==> src/rtl/eprisc_serial_receiver.sv <==
// TTL serial receiver for the epRISC I/O controller: mid-bit sampling, parity and
// framing checks, and a show-ahead receive FIFO with RTS flow control.
module eprisc_serial_receiver #(
  parameter int DIVISOR    = 16,
  parameter int DATA_BITS  = 8,
  parameter int PARITY     = 0,
  parameter int STOP_BITS  = 1,
  parameter int FIFO_DEPTH = 16,
  parameter int RTS_MARGIN = 2
) (
  input  logic                          iBoardClock,
  input  logic                          iBoardReset,
  input  logic                          iSerialRX,
  input  logic                          iReadStrobe,
  input  logic                          iClearErrors,
  output logic [DATA_BITS-1:0]          oData,
  output logic                          oValid,
  output logic [$clog2(FIFO_DEPTH):0]   oCount,
  output logic                          oFull,
  output logic                          oRTS,
  output logic                          oFrameError,
  output logic                          oParityError,
  output logic                          oOverrun,
  output logic [2:0]                    oState
);

  localparam int TW = $clog2(DIVISOR);
  localparam int PW = $clog2(FIFO_DEPTH);
  localparam int CW = PW + 1;
  localparam int BW = 4;

  localparam logic [TW-1:0] SAMPLE_T  = TW'(DIVISOR / 2 - 1);
  localparam logic [TW-1:0] END_T     = TW'(DIVISOR - 1);
  localparam logic [BW-1:0] DATA_N    = BW'(DATA_BITS);
  localparam logic [BW-1:0] STOP_LAST = BW'(STOP_BITS - 1);
  localparam logic [CW-1:0] DEPTH_C   = CW'(FIFO_DEPTH);
  localparam logic [CW-1:0] MARGIN_C  = CW'(RTS_MARGIN);
  localparam logic          ODD_P     = (PARITY == 2);

  localparam logic [2:0] S_IDLE   = 3'd0;
  localparam logic [2:0] S_START  = 3'd1;
  localparam logic [2:0] S_DATA   = 3'd2;
  localparam logic [2:0] S_PARITY = 3'd3;
  localparam logic [2:0] S_STOP   = 3'd4;

  logic                 sync1, rxs, rxs_d;
  logic [2:0]           state;
  logic [TW-1:0]        tick;
  logic [BW-1:0]        bit_cnt;
  logic [DATA_BITS-1:0] shift_reg;
  logic                 par_pend, frame_pend;

  logic [DATA_BITS-1:0] mem [FIFO_DEPTH];
  logic [PW-1:0]        wptr, rptr;
  logic [CW-1:0]        count, count_next;
  logic                 valid, full, rts;

  logic sample, end_bit, last_stop, frame_bad, good;
  logic push, pop, frame_set, parity_set, overrun_set;

  always_ff @(posedge iBoardClock or posedge iBoardReset) begin
    if (iBoardReset) begin
      sync1 <= 1'b1;
      rxs   <= 1'b1;
      rxs_d <= 1'b1;
    end else begin
      sync1 <= iSerialRX;
      rxs   <= sync1;
      rxs_d <= rxs;
    end
  end

  assign sample    = (state != S_IDLE) && (tick == SAMPLE_T);
  assign end_bit   = (tick == END_T);
  assign last_stop = (state == S_STOP) && sample && (bit_cnt == STOP_LAST);
  assign frame_bad = frame_pend | ~rxs;
  assign good      = last_stop && !frame_bad;

  // Handshake: oValid is the "valid" of the head entry; iReadStrobe acts as
  // "ready" and a pop happens only on a cycle where both are high.
  assign pop         = iReadStrobe && valid;
  assign push        = good && (!full || pop);
  assign overrun_set = good && full && !pop;
  assign parity_set  = good && par_pend;
  assign frame_set   = last_stop && frame_bad;
  assign count_next  = count + CW'(push) - CW'(pop);

  always_ff @(posedge iBoardClock or posedge iBoardReset) begin
    if (iBoardReset) begin
      state      <= S_IDLE;
      tick       <= '0;
      bit_cnt    <= '0;
      shift_reg  <= '0;
      par_pend   <= 1'b0;
      frame_pend <= 1'b0;
    end else begin
      if (state != S_IDLE) tick <= end_bit ? '0 : tick + TW'(1);
      case (state)
        S_IDLE: begin
          if (rxs_d && !rxs) begin
            state      <= S_START;
            tick       <= '0;
            par_pend   <= 1'b0;
            frame_pend <= 1'b0;
          end
        end
        S_START: begin
          if (sample && rxs) begin
            state <= S_IDLE;
          end else if (end_bit) begin
            state   <= S_DATA;
            bit_cnt <= '0;
          end
        end
        S_DATA: begin
          if (sample) begin
            shift_reg <= {rxs, shift_reg[DATA_BITS-1:1]};
            bit_cnt   <= bit_cnt + BW'(1);
          end
          if (end_bit && bit_cnt == DATA_N) begin
            state   <= (PARITY != 0) ? S_PARITY : S_STOP;
            bit_cnt <= '0;
          end
        end
        S_PARITY: begin
          if (sample) par_pend <= ((^shift_reg) ^ rxs) != ODD_P;
          if (end_bit) begin
            state   <= S_STOP;
            bit_cnt <= '0;
          end
        end
        S_STOP: begin
          // Leave at the last stop sample so a back-to-back start edge is not missed.
          if (sample) begin
            if (!rxs) frame_pend <= 1'b1;
            bit_cnt <= bit_cnt + BW'(1);
            if (bit_cnt == STOP_LAST) state <= S_IDLE;
          end
        end
        default: state <= S_IDLE;
      endcase
    end
  end

  always_ff @(posedge iBoardClock) begin
    if (push) mem[wptr] <= shift_reg;
  end

  always_ff @(posedge iBoardClock or posedge iBoardReset) begin
    if (iBoardReset) begin
      wptr  <= '0;
      rptr  <= '0;
      count <= '0;
      valid <= 1'b0;
      full  <= 1'b0;
      rts   <= 1'b1;
    end else begin
      if (push) wptr <= wptr + PW'(1);
      if (pop)  rptr <= rptr + PW'(1);
      count <= count_next;
      valid <= (count_next != '0);
      full  <= (count_next == DEPTH_C);
      rts   <= (DEPTH_C - count_next) > MARGIN_C;
    end
  end

  // Set events take priority over a simultaneous clear.
  always_ff @(posedge iBoardClock or posedge iBoardReset) begin
    if (iBoardReset) begin
      oFrameError  <= 1'b0;
      oParityError <= 1'b0;
      oOverrun     <= 1'b0;
    end else begin
      if (frame_set)         oFrameError <= 1'b1;
      else if (iClearErrors) oFrameError <= 1'b0;
      if (parity_set)        oParityError <= 1'b1;
      else if (iClearErrors) oParityError <= 1'b0;
      if (overrun_set)       oOverrun <= 1'b1;
      else if (iClearErrors) oOverrun <= 1'b0;
    end
  end

  assign oData  = valid ? mem[rptr] : '0;
  assign oValid = valid;
  assign oCount = count;
  assign oFull  = full;
  assign oRTS   = rts;
  assign oState = state;

endmodule

==> config.mk <==
export PLATFORM = sky130hd
export DESIGN_NAME = eprisc_serial_receiver
export DESIGN_NICKNAME = d
export VERILOG_FILES = /design/src/rtl/eprisc_serial_receiver.sv
export SDC_FILE = /design/constraint.sdc
export NUM_CORES = 1
export LEC_CHECK = 0
export ABC_AREA = 1
export BUFFER_PORTS_ARGS = -buffer_cell sky130_fd_sc_hd__buf_4
export CAP_MARGIN = 20
export CORE_ASPECT_RATIO = 1.5
export CORE_UTILIZATION = 45
export DETAILED_ROUTE_END_ITERATION = 10
export GPL_TIMING_DRIVEN = 0
export PLACE_DENSITY = 0.72
export REMOVE_ABC_BUFFERS = 1
export SLEW_MARGIN = 20
export SYNTH_ARGS = -nofsm -noshare
export SYNTH_HDL_FRONTEND = slang
export SYNTH_SLANG_ARGS = --single-unit
==> constraint.sdc <==
create_clock -name iBoardClock -period 9.9 [get_ports iBoardClock]
set_clock_uncertainty 0.1 [all_clocks]
set_input_delay 1.98 -clock iBoardClock [delete_from_list [all_inputs] [get_ports iBoardClock]]
set_output_delay 1.98 -clock iBoardClock [all_outputs]
set_load 0.005 [all_outputs]
==> results.toml <==
[outcome]
status = "completed"

[min_path]
holdCritPathClass = "reg -> reg"
destination_of_the_worst_hold_path = "rxs"
hold_path_depth = 0
min_from = "sync1"

[finish]
layout-area-overhead-vs-synth_pct = 12.78
largest_reg_flops = 128
finish.instance_area_sq_mm = 0.008533
antenna_cells = 0
drive_above_1_share = 0.1048
design.final.nets = 783

[synth]
area_share_of_the_largest_cell_type_after_synthesis = 0.5080
yosys-mux-area-fraction = 0
ys_async_sr_fraction = 0.2515
cell_with_the_most_instances_after_synthesis = "nor2_1"
post_synth_inst_count = 738
netlist-cell-type-count = 33
ys_seq_area_frac = 0.6509
synth_compound_gate_area_share = 0.06565
synth_area_leader_cell = "edfxtp_1"
synth_top_flop_cell = "edfxtp_1"
synth-xor-area-share = 0.008103
synth.area.top_cells = "edfxtp_1 (51%), dfrtp_1 (13%), nor2_1 (7.3%), nand2_1 (6.0%), nand3_1 (4.6%)"
main_combinational_cell_family_by_area_after_synthesis = "simple AND/OR/NAND/NOR gates"
synth_adder_area_share = 0.03076
syn-mean-instance-area_sq_um = 10.25
synth-seq-cells = 171
synth-edff-count = 128
netlist_top_cells_count = "nor2_1 (147), edfxtp_1 (128), nand2_1 (121)"
synthesis.yosys.warnings = 0
mappedNetlistArea_sq_mm = 0.007566
yosys.area_share.simple = 0.1945

[power_and_ir_drop]
power_frac_clock = 0.277
combPwrFrac = 0.327
power.static_leakage_nw = 3.400
p_int_mw = 1.548
register_share_of_total_power = 0.396
vdd_drop_max_uv = 193.7
net_switching_power_figure_mw = 0.8995
power.share.switching = 0.3675
power.density_cell_area_mw_per_mm2 = 286.9

[cts]
post_cts.repair.setup_buffers = 0
cts.htree.levels = 4
gates_resized_cts_repair = 0
clk-insertion-delay-late_ps = 420
cts_hold_buf = 0
clkTransAtPathRegs_ps = 60
ctsLongestPathBuffers = 2
cts_inserted_buffers = 17
tritoncts = "done"
clock_tree.root_cell = "clkbuf_16"
cts_num_sinks = 171

[timing]
timing_hold_violations_final = 0
report.final.setup_viol = 0
aggregate_negative_setup_slack_ps = 0
max_slew.worst_pin.slew_ps = 1053
final-max-slew-violation-count = 0
max-slew-margin-rel = 0.2977
timing.fmax_mhz = 193.7
grt_setup_unrepaired = "false"
timing.final.crit_share = 0.5215
post-route-min-period_ps = 5163

[detailed_routing]
wl_per_cell_microns = 15.76
wirelength_microns = 15430
vias = 5097
drtAntennaViolNets = 0
first_iter_violations = 400
detailedRoute.firstPassIterationCount = 6
avgViaCountPerCell = 5.206
route.detailed.drc = 0

[worst_setup_path]
r2r_start = "bit_cnt[0]"
r2r-end = "oRTS"
cp_max_stage_delay_ps = 880
timing.critical_path.buf_inv = 2
setup_slack_reg_to_reg_ps = 6360
crit_slowest_cell = "inv_2"
setup.worst_path.start_class = "flop"
timing.critical_path.fanout_max = 68
crit_path_capture_type = "output port"
cp_data_required_time_ps = 7820
criticalPathCategory = "reg -> out"
crit_arrival_ps = 3080
reg2reg_depth = 19
crit_chain = "inv_2 -> o21ai_0 -> nand3_1 -> nand3_1 -> a21oi_1 -> buf_4"
cpMostUsedCell = "nand3_1"
critPathTopFamily = "buffers and inverters"

[global_route]
via_count_of_the_first_global_routing_pass = 4842
met2_usage = 0.3252
grt_antenna_before_repair = 0
globalRouteMet1Util = 0.2250
first_pass_grt_wire_length_microns = 24470
gr-max-usage-layer = "met2"
grt.met3_usage = 0.04099
global_route.usage.total = 0.1886
gr-total-overflow = 0
grt_max_degree = 69

[floorplanning]
die_area_sq_mm = 0.01735
std_cell_core_area_sq_mm = 0.01633
floorplan.initialDensity = 0.4633
ios = 27
die_w_microns = 107.9
chipHeight_microns = 160.8
rows = 57

[place]
final_hpwl_from_detailed_placement_microns = 9699
placed_cell_area_sq_mm = 0.007920
port_buffers = 26
gpl.final_weighted_congestion = 0.8771

[flow_run]
number_of_max_cap_violations = 0
==> power groups by stage <==
| stage | Sequential (mW) | Clock (mW) | Combinational (mW) |
|---|---|---|---|
| after CTS | 0.968 | 0.689 | 0.803 |
| final | 0.969 | 0.677 | 0.801 |
| after global routing | 0.984 | 0.720 | 0.913 |
| after detailed placement | 0.983 | 0 | 0.797 |
| after floorplan | 0.934 | 0 | 0.537 |
| after global placement | 0.979 | 0 | 0.777 |
==> metal layers <==
metal	up-vias	share of wire
met5	-	0
met4	0	0.027
met3	21	0.052
met2	159	0.52
met1	2400	0.40
li1	2517	-
==> final cells by class <==
cell class                      instances  area, sq um
Clock buffer                           17        425.4
Clock inverter                         15        186.4
Fill cell                            1396         7799
Timing Repair Buffer                   27        215.2
Tap cell                              206        257.7
Sequential cell                       171         4930
Multi-Input combinational cell        475         2262
Inverter                               68        256.5
==> logic make-up after synthesis <==
family / count (synthesis)
AND/OR/NAND/NOR: 353
flip-flops: 171
AO/OA/AOI/OAI: 97
buffers and inverters: 92
adder cells (fa/ha/maj): 18
XOR/XNOR: 7
==> through the flow <==
step	hold WS [ps]	total power, mW	utilization	setup WS [ps]	std cells
3_3_place_gp	245.6	1.756	0.4835	3777	946
4_1_cts	258.7	2.460	0.5224	4654	979
6_report	257.5	2.448	0.5225	4737	979
3_5_place_dp	248.7	1.780	0.4849	5031	947
5_1_grt	260.7	2.617	0.5225	4589	979
2_1_floorplan	245.2	1.471	-	5346	714
==> worst reg2reg max path: stages (launching register included) <==
cell	delay, ps
dfrtp_1	400
inv_1	100
ha_1	170
nand3_1	200
nor2_2	230
nand4_4	130
ha_1	320
inv_1	50
ha_1	150
inv_1	50
fa_1	400
or2_2	290
nand2_1	90
inv_1	70
nand2_1	80
nor2_1	70
ha_1	280
o21ai_0	70
a21oi_1	120
nand3_1	90
==> worst max path at each step <==
stage / cells past startpoint / from / end / slack (ps)
finish: 6 / rptr[0] / oData[6] / 4740
global route: 6 / rptr[0] / oData[4] / 4590
CTS: 7 / rptr[1] / oData[6] / 4650
detailed placement: 18 / iReadStrobe / oRTS / 5030
global placement: 6 / rptr[0] / oData[2] / 3780
floorplan: 5 / rptr[0] / oData[1] / 5350
==> cell usage in the layout (no fill, tap or decap), types with 2 or more instances in the layout <==
cell / instances
buf_4: 26
xor2_1: 5
nor2_1: 147
o21ai_0: 51
ha_1: 17
inv_6: 4
a21oi_1: 13
nand2_1: 121
clkinv_4: 4
o21ai_1: 28
edfxtp_1: 128
clkbuf_16: 17
dfrtp_1: 37
nand4_1: 2
dfstp_2: 4
o22ai_1: 2
inv_1: 60
nor2_2: 3
bufinv_16: 3
nand3_1: 69
xnor2_1: 2
o211ai_1: 2
nand2_2: 5
inv_2: 5
nor3_1: 2
clkinv_1: 4
No activity file was read; power rests on OpenSTA's default activity.
